$ cat src/rtl/rv32zhinx_issue_buffer.sv
`default_nettype none
// ============================================================================
// Module   : rv32zhinx_issue_buffer
// Brief    : Request FIFO, single-op issue sequencer with abort timer, and
//            one-entry response register between the RV32 core and the
//            Zhinx half-precision FPU datapath.
// Revision : 1.0 - initial release
// ============================================================================

package rv32zhinx_issue_buffer_pkg;
  localparam int WORD_W = 32;

  typedef enum logic [2:0] {
    FPU_HALF_ADD  = 3'd0,
    FPU_HALF_SUB  = 3'd1,
    FPU_HALF_MUL  = 3'd2,
    FPU_HALF_DIV  = 3'd3,
    FPU_HALF_MIN  = 3'd4,
    FPU_HALF_MAX  = 3'd5,
    FPU_HALF_SQRT = 3'd6,
    FPU_HALF_CMP  = 3'd7
  } fpu_operation_t;
endpackage

module rv32zhinx_issue_buffer
  import rv32zhinx_issue_buffer_pkg::*;
#(
  parameter int DEPTH   = 4,
  parameter int TIMEOUT = 64,
  parameter int TAG_W   = 5
) (
  input  logic                       CLK,
  input  logic                       RST,
  input  logic                       flush,
  input  logic                       req_valid,
  output logic                       req_ready,
  input  fpu_operation_t             req_op,
  input  logic [WORD_W-1:0]          req_a,
  input  logic [WORD_W-1:0]          req_b,
  input  logic [TAG_W-1:0]           req_tag,
  output logic                       fpu_start,
  output fpu_operation_t             fpu_op,
  output logic [WORD_W-1:0]          fpu_a,
  output logic [WORD_W-1:0]          fpu_b,
  input  logic                       fpu_done,
  input  logic [WORD_W-1:0]          fpu_result,
  output logic                       rsp_valid,
  input  logic                       rsp_ready,
  output logic [WORD_W-1:0]          rsp_data,
  output logic [TAG_W-1:0]           rsp_tag,
  output logic                       rsp_err,
  output logic [$clog2(DEPTH+1)-1:0] count
);

  localparam int PTR_W = $clog2(DEPTH);
  localparam int CNT_W = $clog2(DEPTH+1);
  localparam int TMR_W = $clog2(TIMEOUT);

  localparam logic [CNT_W-1:0] DEPTH_CNT  = CNT_W'(DEPTH);
  localparam logic [TMR_W-1:0] TIMER_LAST = TMR_W'(TIMEOUT - 1);

  typedef enum logic [0:0] {
    ST_IDLE  = 1'b0,
    ST_ISSUE = 1'b1
  } state_t;

  state_t             state;
  logic [PTR_W-1:0]   wr_ptr;
  logic [PTR_W-1:0]   rd_ptr;
  logic [TMR_W-1:0]   timer;

  fpu_operation_t     mem_op  [DEPTH];
  logic [WORD_W-1:0]  mem_a   [DEPTH];
  logic [WORD_W-1:0]  mem_b   [DEPTH];
  logic [TAG_W-1:0]   mem_tag [DEPTH];

  logic fifo_empty;
  logic push;
  logic pop;
  logic done_hit;
  logic timeout_hit;
  logic slot_free;

  assign fifo_empty  = (count == '0);
  assign req_ready   = (count < DEPTH_CNT);
  // A request presented during a flush is dropped even though ready is shown.
  assign push        = req_valid && req_ready && !flush;
  // Done wins over a timeout landing in the same cycle.
  assign done_hit    = (state == ST_ISSUE) && fpu_done;
  assign timeout_hit = (state == ST_ISSUE) && !fpu_done && (timer == TIMER_LAST);
  assign pop         = done_hit || timeout_hit;
  // The response slot is usable if empty or being drained this cycle.
  assign slot_free   = !rsp_valid || rsp_ready;

  // The FPU always sees the head entry; an empty FIFO shows a zeroed ADD.
  assign fpu_op = fifo_empty ? FPU_HALF_ADD : mem_op[rd_ptr];
  assign fpu_a  = fifo_empty ? '0 : mem_a[rd_ptr];
  assign fpu_b  = fifo_empty ? '0 : mem_b[rd_ptr];

  // FIFO storage; contents need no reset because occupancy masks stale data.
  always_ff @(posedge CLK) begin
    if (push) begin
      mem_op[wr_ptr]  <= req_op;
      mem_a[wr_ptr]   <= req_a;
      mem_b[wr_ptr]   <= req_b;
      mem_tag[wr_ptr] <= req_tag;
    end
  end

  // FIFO pointers and occupancy.
  always_ff @(posedge CLK) begin
    if (RST || flush) begin
      wr_ptr <= '0;
      rd_ptr <= '0;
      count  <= '0;
    end else begin
      if (push) wr_ptr <= wr_ptr + PTR_W'(1);
      if (pop)  rd_ptr <= rd_ptr + PTR_W'(1);
      case ({push, pop})
        2'b10:   count <= count + CNT_W'(1);
        2'b01:   count <= count - CNT_W'(1);
        default: count <= count;
      endcase
    end
  end

  // Issue sequencer, abort timer and response register.
  always_ff @(posedge CLK) begin
    if (RST) begin
      state     <= ST_IDLE;
      fpu_start <= 1'b0;
      timer     <= '0;
      rsp_valid <= 1'b0;
      rsp_err   <= 1'b0;
      rsp_data  <= '0;
      rsp_tag   <= '0;
    end else if (flush) begin
      state     <= ST_IDLE;
      fpu_start <= 1'b0;
      timer     <= '0;
      rsp_valid <= 1'b0;
      rsp_err   <= 1'b0;
    end else begin
      case (state)
        ST_IDLE: begin
          if (!fifo_empty && slot_free) begin
            state     <= ST_ISSUE;
            fpu_start <= 1'b1;
          end
        end
        ST_ISSUE: begin
          if (pop) begin
            state     <= ST_IDLE;
            fpu_start <= 1'b0;
            timer     <= '0;
          end else begin
            timer <= timer + TMR_W'(1);
          end
        end
        default: begin
          state     <= ST_IDLE;
          fpu_start <= 1'b0;
        end
      endcase

      // Completion reloads the slot; ISSUE is only entered with the slot free.
      if (pop) begin
        rsp_valid <= 1'b1;
        rsp_data  <= done_hit ? fpu_result : '0;
        rsp_tag   <= mem_tag[rd_ptr];
        rsp_err   <= timeout_hit;
      end else if (rsp_valid && rsp_ready) begin
        rsp_valid <= 1'b0;
      end
    end
  end

endmodule
`default_nettype wire

$ cat config.mk
export PLATFORM = sky130hd
export DESIGN_NAME = rv32zhinx_issue_buffer
export DESIGN_NICKNAME = d
export VERILOG_FILES = /design/src/rtl/rv32zhinx_issue_buffer.sv
export SDC_FILE = /design/constraint.sdc
export NUM_CORES = 1
export LEC_CHECK = 0
export BUFFER_PORTS_ARGS = -buffer_cell sky130_fd_sc_hd__buf_2
export CORE_MARGIN = 1
export CORE_UTILIZATION = 50
export DETAILED_ROUTE_END_ITERATION = 8
export GPL_TIMING_DRIVEN = 1
export HOLD_SLACK_MARGIN = 0.12
export PLACE_DENSITY = 0.74
export SLEW_MARGIN = 20
export SYNTH_ARGS = -nofsm -noshare
export SYNTH_HDL_FRONTEND = slang
export SYNTH_SLANG_ARGS = --single-unit
$ cat constraint.sdc
create_clock -name CLK -period 6.2 [get_ports CLK]
set_input_delay 1.86 -clock CLK [delete_from_list [all_inputs] [get_ports CLK]]
set_output_delay 1.86 -clock CLK [all_outputs]
set_load 0.02 [all_outputs]
# [Yosys cells after proc, flatten, opt, wreduce, memory -nomap -nowiden]
# Memories as Yosys holds them, arrays and structs flattened. A register that Yosys moved wholly into a read port is not among the register bits.
# Cells that the tools add are included.
[word_totals] regBits=49 latchBits=0 ram_bits=288 romBits=0 input_bits=110 out_inout_bits=111 word_cells=68 mem_count=4
[classes] addsub=5 mul=0 n_div=0 order_cmp=1 eq_ne=5 shifts=0 n_mux=22 bitwise_logic=2 n_reduce_logical=20
[memory_table] memory="mem_a" depth=4 word_bits=32 rd=1 rd_ports_with_merged_regs=1 wr=1 line="73" text="logic [WORD_W-1:0] mem_a [DEPTH];"
[memory_table] memory="mem_b" depth=4 word_bits=32 rd=1 rd_ports_with_merged_regs=1 wr=1 line="74" text="logic [WORD_W-1:0] mem_b [DEPTH];"
[memory_table] memory="mem_tag" depth=4 word_bits=5 rd=1 rd_ports_with_merged_regs=1 wr=1 line="75" text="logic [TAG_W-1:0] mem_tag [DEPTH];"
[memory_table] memory="mem_op" depth=4 word_bits=3 rd=1 rd_ports_with_merged_regs=1 wr=1 line="72" text="fpu_operation_t mem_op [DEPTH];"
[op_table] operator="2-to-1 mux 32 bit" count=3
[op_table] operator="2-to-1 mux 2 bit" count=6
[op_table] operator="2-to-1 mux 1 bit" count=8
[op_table] operator="logical AND 1 bit" count=7
[op_table] operator="adder 6 x 1 -> 6 bit (second input constant)" count=1
[op_table] operator="equality test 6 bit (second input constant)" count=1
[op_table] operator="2-to-1 mux 6 bit" count=1
[op_table] operator="case mux 3 bit (2 select lines)" count=1
[op_table] operator="adder 2 x 1 -> 2 bit (second input constant)" count=2
[op_table] operator="logical NOT 1 bit" count=4
[op_table] operator="case mux 1 bit (2 select lines)" count=2
[op_table] operator="AND reduction 2 bit" count=2
[op_table] operator="nonzero test 2 bit" count=2
[op_table] operator="adder 3 x 1 -> 3 bit (second input constant)" count=1
[op_table] operator="logical NOT 3 bit" count=1
[op_table] operator="logical OR 1 bit" count=3
[op_table] operator="< comparator 3 bit (second input constant)" count=1
[op_table] operator="2-to-1 mux 3 bit" count=1
[op_table] operator="subtractor 3 x 1 -> 3 bit (second input constant)" count=1
[op_table] operator="equality test 2 x 1 -> 1 bit (second input constant)" count=1
[op_table] operator="equality test 2 bit (second input constant)" count=1
[op_table] operator="inequality test 2 x 1 -> 1 bit (second input constant)" count=1
[op_table] operator="inequality test 2 bit (second input constant)" count=1
[op_table] operator="inverter 1 bit" count=2
[op_table] operator="OR reduction 2 bit" count=1

# [Depth between registers and ports, before layout]
# Gate-level depths: netlist (run 1).
[depth] depth_word=6 mapped_depth=10 ltp_nobuf=10

# [Worst setup path after synthesis (run 1)]
# OpenSTA, ideal clock, no wires.
[synth_timing] kind="input to register" startpoint="input port req_valid" endpoint="memory mem_a[0][0], enable pin" setup_ns=0.438 arrival_ns=4.146 required_ns=5.762 slack_ns=1.616 stages=2 path_buffers=0 cell_sequence="nor3b_1 > and2_1"
[synth_via] elab_chain_len=4
[synth_rtl] element="start: declaration" line="35" text="input logic req_valid,"
[synth_rtl] element="logical AND 1 bit (2 in a row)" line="87" text="assign push = req_valid && req_ready && !flush;"
[synth_rtl] element="2-to-1 mux 1 bit" line="102" text="if (push) begin"
[synth_rtl] element="2-to-1 mux 1 bit (implied by the code)" line="104" text="mem_a[wr_ptr] <= req_a;"
[synth_rtl] element="end: declaration" line="73"
# Every way passes these cells.

==> results by group, run 1 <==
Critical path
  – R2r setup slk: 3.42 ns
  – Worst path bufs/invs: 2
  – Data required, critical path: 4.34 ns
  – RR Endpoint: count[2]
  – Worst r2r src: timer[0]
  – Worst path max stage delay: 0.82 ns
  – Critical path type: reg2out
  – CP Cell Sequence: buf_12 -> mux4_2 -> and2_1 -> buf_2
  – Crit-path leading delay family: flip-flops
  – Crit end category: output port
  – Critical Path Fanout Max: 35
  – Critical path's slowest cell: dfxtp_4
  – Worst EP arrival: 2.64 ns
  – R2R depth: 10
  – Crit path launch type: flop

Drt
  – DRC Markers: 0
  – Final wirelength: 24900 um
  – First DRT Iteration DRCs: 397
  – Drt first pass iters: 4
  – Detail Route Antenna Nets: 0
  – Vias per cell: 5.36
  – Drt wl/cell: 19.4 um
  – Via count: 6877

Power and ir drop
  – Pleak: 5.54 nW
  – Power share of the sequential group: 0.544
  – Logic pwr share: 0.036
  – Sw frac: 0.200
  – Net Switching: 0.933 mW
  – Clk pwr share: 0.420
  – IR Drop Worst-Case VDD: 0.226 mV
  – Pwr per Cell Area: 300 nW/um2
  – Pint: 3.74 mW

CTS
  – CTS buffer count: 36
  – H-tree levels: 2
  – Skew-Pair Late Insertion Delay: 0.52 ns
  – CTS Sinks: 344
  – Clock-pin slew on the worst setup and hold paths: 0.05 ns
  – CTS tree: done
  – Post-CTS Setup Inserts: 0
  – Cts hold-fix bufs: 0
  – Bufs on Longest Clock Path: 3
  – CTS Root Cell: clkbuf_16
  – Post-cts sizing count: 0

Cells and area
  – Commonest cells after routing, fill and taps aside: 288 x edfxtp_1, 220 x buf_2, 72 x mux4_2
  – Register area: 9780 um2
  – Multi-input logic area: 3070 um2
  – Layout Nets: 1038
  – Filler cells: 1880
  – Final Non-Filler Cells: 1282
  – Layout cell share with drive strength beyond 1: 0.392
  – Most common cell after layout, fill and taps aside: edfxtp_1
  – Area growth from synthesis to layout: 19.5%

Hold path
  – Hold Path Class: reg2reg
  – Worst hold path startpoint: rsp_tag[4]
  – Worst hold stages: 2
  – Hold Path End: rsp_tag[4]

STA
  – Final hold slack: 0.456 ns
  – Highest clock rate: 0.222 GHz
  – Final Hold Viols: 0
  – Post-route minimum period: 4.50 ns
  – Fin crit share: 0.726
  – Worst slew pin tran: 1.00 ns
  – Worst clock skew: 0.0269 ns
  – Slew margin rel.: 0.330
  – Setup Total Neg Slack: 0 ns
  – Slew Limit Fails: 0
  – Final setup vio count: 0
  – RSZ-0062 raised after global routing: no

Logic synthesis
  – Post-synth cell types: 39
  – Mean Syn Cell Area: 19.0 um2
  – Net count after synthesis: 803
  – Mapped cell area: 13000 um2
  – Seq/Total Area, Yosys: 0.750
  – Synth Register Bits: 344
  – Ys Warns: 0
  – Syn Inst Count: 686

Die
  – Initial Util: 0.513
  – Die W: 163 um
  – Die Ht: 163 um
  – Core region area: 25400 um2
  – Die area: 26700 um2
  – Site Rows: 58
  – I/O Pins: 221

Global route
  – Largest net degree at the start of global routing: 70
  – Initial antenna violation count: 4
  – Vias in the first global route: 6945
  – Overflow after GRT: 0
  – Gr usage total: 0.189
  – Global-route wire length before repair: 37800 um

Outcome
  – Outcome: complete, no violations

Placement
  – RD Place Congestion: 0.755
  – Cells after DPL: 1213
  – Dpl hpwl: 15100 um
  – Number of I/O port buffers: 220

Job
  – Maxcap violations: 0
[worst max-delay path by stage]
stage / from / depth (start not counted) / slack (ns) / end
after detailed placement: flop / 4 / 2.17 / fpu_a[17]
final: flop / 4 / 1.70 / fpu_a[17]
after CTS: flop / 4 / 1.61 / fpu_a[17]
after global routing: flop / 4 / 1.51 / fpu_a[17]
after floorplan: req_valid / 2 / 1.62 / mem_a[0][0]
after global placement: flop / 4 / 2.16 / fpu_a[17]
[layout make-up]
type / count / share of cell area
antenna: 5 / 0.000804
clock buffer: 47 / 0.0619
clock inverter: 17 / 0.00691
inverter: 9 / 0.00217
multi-input combinational: 299 / 0.197
sequential: 344 / 0.628
tap: 330 / 0.0265
timing repair buffer: 231 / 0.0768
[state kept, by name, indices dropped and copies added (netlist names), 2 cells and up, named ones only]
register / flops
count: 3
mem_a: 128
mem_b: 128
mem_op: 12
mem_tag: 20
rd_ptr: 2
rsp_data: 32
rsp_tag: 5
timer: 6
wr_ptr: 2
[through the flow]
| step | area, um2 | utilization | worst slack (ns) | total power [mW] |
|---|---|---|---|---|
| after floorplan | 13000 | - | 1.62 | 2.67 |
| after global placement | 14500 | 0.570 | 2.16 | 2.76 |
| after detailed placement | 14500 | 0.570 | 2.17 | 2.76 |
| after CTS | 15600 | 0.612 | 1.61 | 4.72 |
| after global routing | 15600 | 0.612 | 1.51 | 4.81 |
| final | 15600 | 0.613 | 1.70 | 4.67 |
[tightest hold or removal path: stages (launching register included)]
cell and delay, ns:
dfxtp_1 0.31, nand3_2 0.05, a21oi_1 0.05
[metal layers]
| metal | track usage | vias to the layer above | wire (um) |
|---|---|---|---|
| met5 | 0 | - | 14 |
| met4 | 0.0548 | 2 | 463 |
| met3 | 0.0556 | 41 | 2160 |
| met2 | 0.310 | 246 | 11900 |
| met1 | 0.244 | 3403 | 10400 |
| li1 | - | 3185 | - |
[power by group through the flow]
stage	Combinational (mW)	Clock, mW	Sequential [mW]
CTS	0.169	2.01	2.54
detailed placement	0.168	0	2.59
finish	0.166	1.96	2.54
floorplan	0.0777	0	2.59
global placement	0.165	0	2.59
global route	0.182	2.08	2.55
[synth_stat cells, drive strengths merged]
cell type    n  share of area
edfxtp     288           0.66
and2        72          0.035
mux4        72           0.12
dfxtp       56          0.086
a21oi       29          0.011
nand2       25         0.0072
buf         21         0.0090
nand3       21          0.012
a22o        19          0.013
nor2        17         0.0053
clkbuf      13         0.0037
inv          9         0.0026
o21ai        8         0.0034
ha           6         0.0058
nor3         4         0.0015
or3          3         0.0014
and3         2        0.00096
nand2b       2        0.00096
nand3b       2         0.0014
nand4        2        0.00096
nor3b        2         0.0012
or4          2         0.0012
xnor2        2         0.0013
xor2         2         0.0013
a2bb2oi      1        0.00067
a31o         1        0.00067
a31oi        1        0.00048
fa           1         0.0015
nand4b       1        0.00067
o211a        1        0.00077
or2          1        0.00048
[kinds of logic after synthesis]
kind of cell             share of synthesized area
flip-flops                                   0.750
multiplexers                                 0.125
adder cells (fa/ha/maj)                    0.00730
buffers and inverters                       0.0154
XOR/XNOR                                   0.00269
AND/OR/NAND/NOR                             0.0701
AO/OA/AOI/OAI                               0.0299
No activity file was read; power rests on OpenSTA's default activity.
==> run 2: changes to the inputs <==
==> constraint.sdc (replaced) <==
create_clock -name CLK -period 4.4 [get_ports CLK]
set_input_delay 1.32 -clock CLK [delete_from_list [all_inputs] [get_ports CLK]]
set_output_delay 1.32 -clock CLK [all_outputs]
set_load 0.02 [all_outputs]
==> results by group, run 2 (synthesis gave the netlist of run 1 again) <==
CTS
  – CTS tree: done
  – Post-CTS Setup Inserts: 0
  – CTS Sinks: 344
  – Cts hold-fix bufs: 0
  – H-tree levels: 2
  – Post-cts sizing count: 0
  – CTS buffer count: 36
  – Bufs on Longest Clock Path: 3
  – Clock-pin slew on the worst setup and hold paths: 0.06 ns
  – Skew-Pair Late Insertion Delay: 0.51 ns
  – CTS Root Cell: clkbuf_16

Critical path
  – Critical path type: reg2out
  – RR Endpoint: count[2]
  – Crit path launch type: flop
  – CP Cell Sequence: buf_12 -> mux4_2 -> and2_1 -> buf_2
  – R2R depth: 10
  – Critical path's slowest cell: dfxtp_4
  – Worst EP arrival: 2.42 ns
  – Worst r2r src: timer[0]
  – Crit end category: output port
  – Data required, critical path: 3.08 ns
  – R2r setup slk: 1.70 ns
  – Worst path max stage delay: 0.65 ns
  – Critical Path Fanout Max: 31

STA
  – Fin crit share: 0.851
  – Final Hold Viols: 0
  – Slew Limit Fails: 0
  – Setup Total Neg Slack: 0 ns
  – RSZ-0062 raised after global routing: no
  – Post-route minimum period: 3.74 ns
  – Highest clock rate: 0.267 GHz
  – Worst clock skew: 0.0161 ns
  – Slew margin rel.: 0.473
  – Final setup vio count: 0
  – Final hold slack: 0.460 ns
  – Worst slew pin tran: 0.791 ns

Hold path
  – Hold Path End: rsp_tag[1]
  – Hold Path Class: reg2reg
  – Worst hold stages: 2
  – Worst hold path startpoint: rsp_tag[1]

Global route
  – Gr usage total: 0.192
  – Initial antenna violation count: 7
  – Global-route wire length before repair: 38500 um
  – Overflow after GRT: 0
  – Largest net degree at the start of global routing: 70
  – Vias in the first global route: 6992

Die
  – Initial Util: 0.513
  – I/O Pins: 221
  – Site Rows: 58
  – Die area: 26700 um2
  – Die Ht: 163 um
  – Core region area: 25400 um2
  – Die W: 163 um

Cells and area
  – Most common cell after layout, fill and taps aside: edfxtp_1
  – Largest regs: mem_a x128, mem_b x128, rsp_data x32
  – Design area: 15800 um2
  – Area growth from synthesis to layout: 20.9%
  – Utilization after layout: 0.620
  – Layout Nets: 1042
  – Commonest cells after routing, fill and taps aside: 288 x edfxtp_1, 220 x buf_2, 72 x mux4_2
  – Layout cell share with drive strength beyond 1: 0.397

Power and ir drop
  – Pleak: 5.62 nW
  – IR Drop Worst-Case VDD: 0.357 mV
  – Pwr per Cell Area: 428 nW/um2

Drt
  – DRC Markers: 0
  – Drt first pass iters: 4
  – Vias per cell: 5.40
  – First DRT Iteration DRCs: 595
  – Via count: 6951
  – Final wirelength: 25400 um
  – Metal3 WL: 2290 um
  – WL met2: 11900 um
  – Metal1 wirelength: 10800 um
  – Drt wl/cell: 19.7 um
  – Max layer used: met5
  – Detail Route Antenna Nets: 0

Outcome
  – Outcome: complete, no violations

Placement
  – Dpl hpwl: 15800 um
  – Number of I/O port buffers: 220
  – RD Place Congestion: 0.758
  – Placed inst area: 14600 um2

Job
  – Maxcap violations: 0
-- run 2: cell types whose count changed in the layout (fill, tap and decap cells not counted) --
| cell | previous run | this run |
|---|---|---|
| clkinv_2 | 2 | 3 |
| buf_12 | 1 | 7 |
| clkinv_1 | 11 | 8 |
| buf_4 | 10 | 8 |
| clkinv_8 | 0 | 1 |
| clkbuf_16 | 37 | 38 |
| clkinvlp_2 | 0 | 1 |
| inv_6 | 3 | 0 |
| bufinv_16 | 1 | 3 |
| clkbuf_1 | 10 | 11 |
-- run 2: how the worst max path moves through the flow --
stage | startpoint | to | cells after the start
floorplan | req_valid | mem_a[1][0] | 2
global placement | flop | fpu_b[21] | 4
detailed placement | flop | fpu_a[15] | 4
CTS | flop | fpu_a[8] | 4
global route | flop | fpu_a[8] | 4
finish | flop | fpu_a[8] | 4
-- run 2: critical path, delay by kind of cell (launching register included) --
| family | cells | cell delay (ns) |
|---|---|---|
| flip-flops | 1 | 0.65 |
| AND/OR/NAND/NOR | 1 | 0.19 |
| buffers and inverters | 2 | 0.49 |
| multiplexers | 1 | 0.55 |
-- run 2: per-layer routing --
metal,track usage,vias to the layer above
met5,0,-
met4,0.0484,4
met3,0.0620,35
met2,0.301,246
met1,0.260,3465
li1,-,3201
-- run 2: power breakdown --
part           internal, mW  switching [mW]  total (mW)  leakage, nW
registers              3.57          0.0112        3.58         3.07
clock network          1.76            1.17        2.92        0.555
logic                 0.100           0.141       0.241         1.99
total                  5.43            1.32        6.75         5.62
-- run 2: area by class of cell --
cell class,instances,area [um2]
fillers,1815,9650
inverters,9,33.8
clock inverters,16,156
repair buffers,235,1300
clock buffers,49,992
well taps,330,413
flip-flops and latches,344,9780
diodes,5,12.5
multi-input cells,299,3070
-- run 2: through the flow --
stage	total power, mW	instances	worst slack (ns)
finish	6.75	1287	0.657
global route	6.96	1282	0.483
CTS	6.82	1282	0.563
detailed placement	3.90	1217	1.14
global placement	3.89	1217	1.13
floorplan	3.77	686	0.356
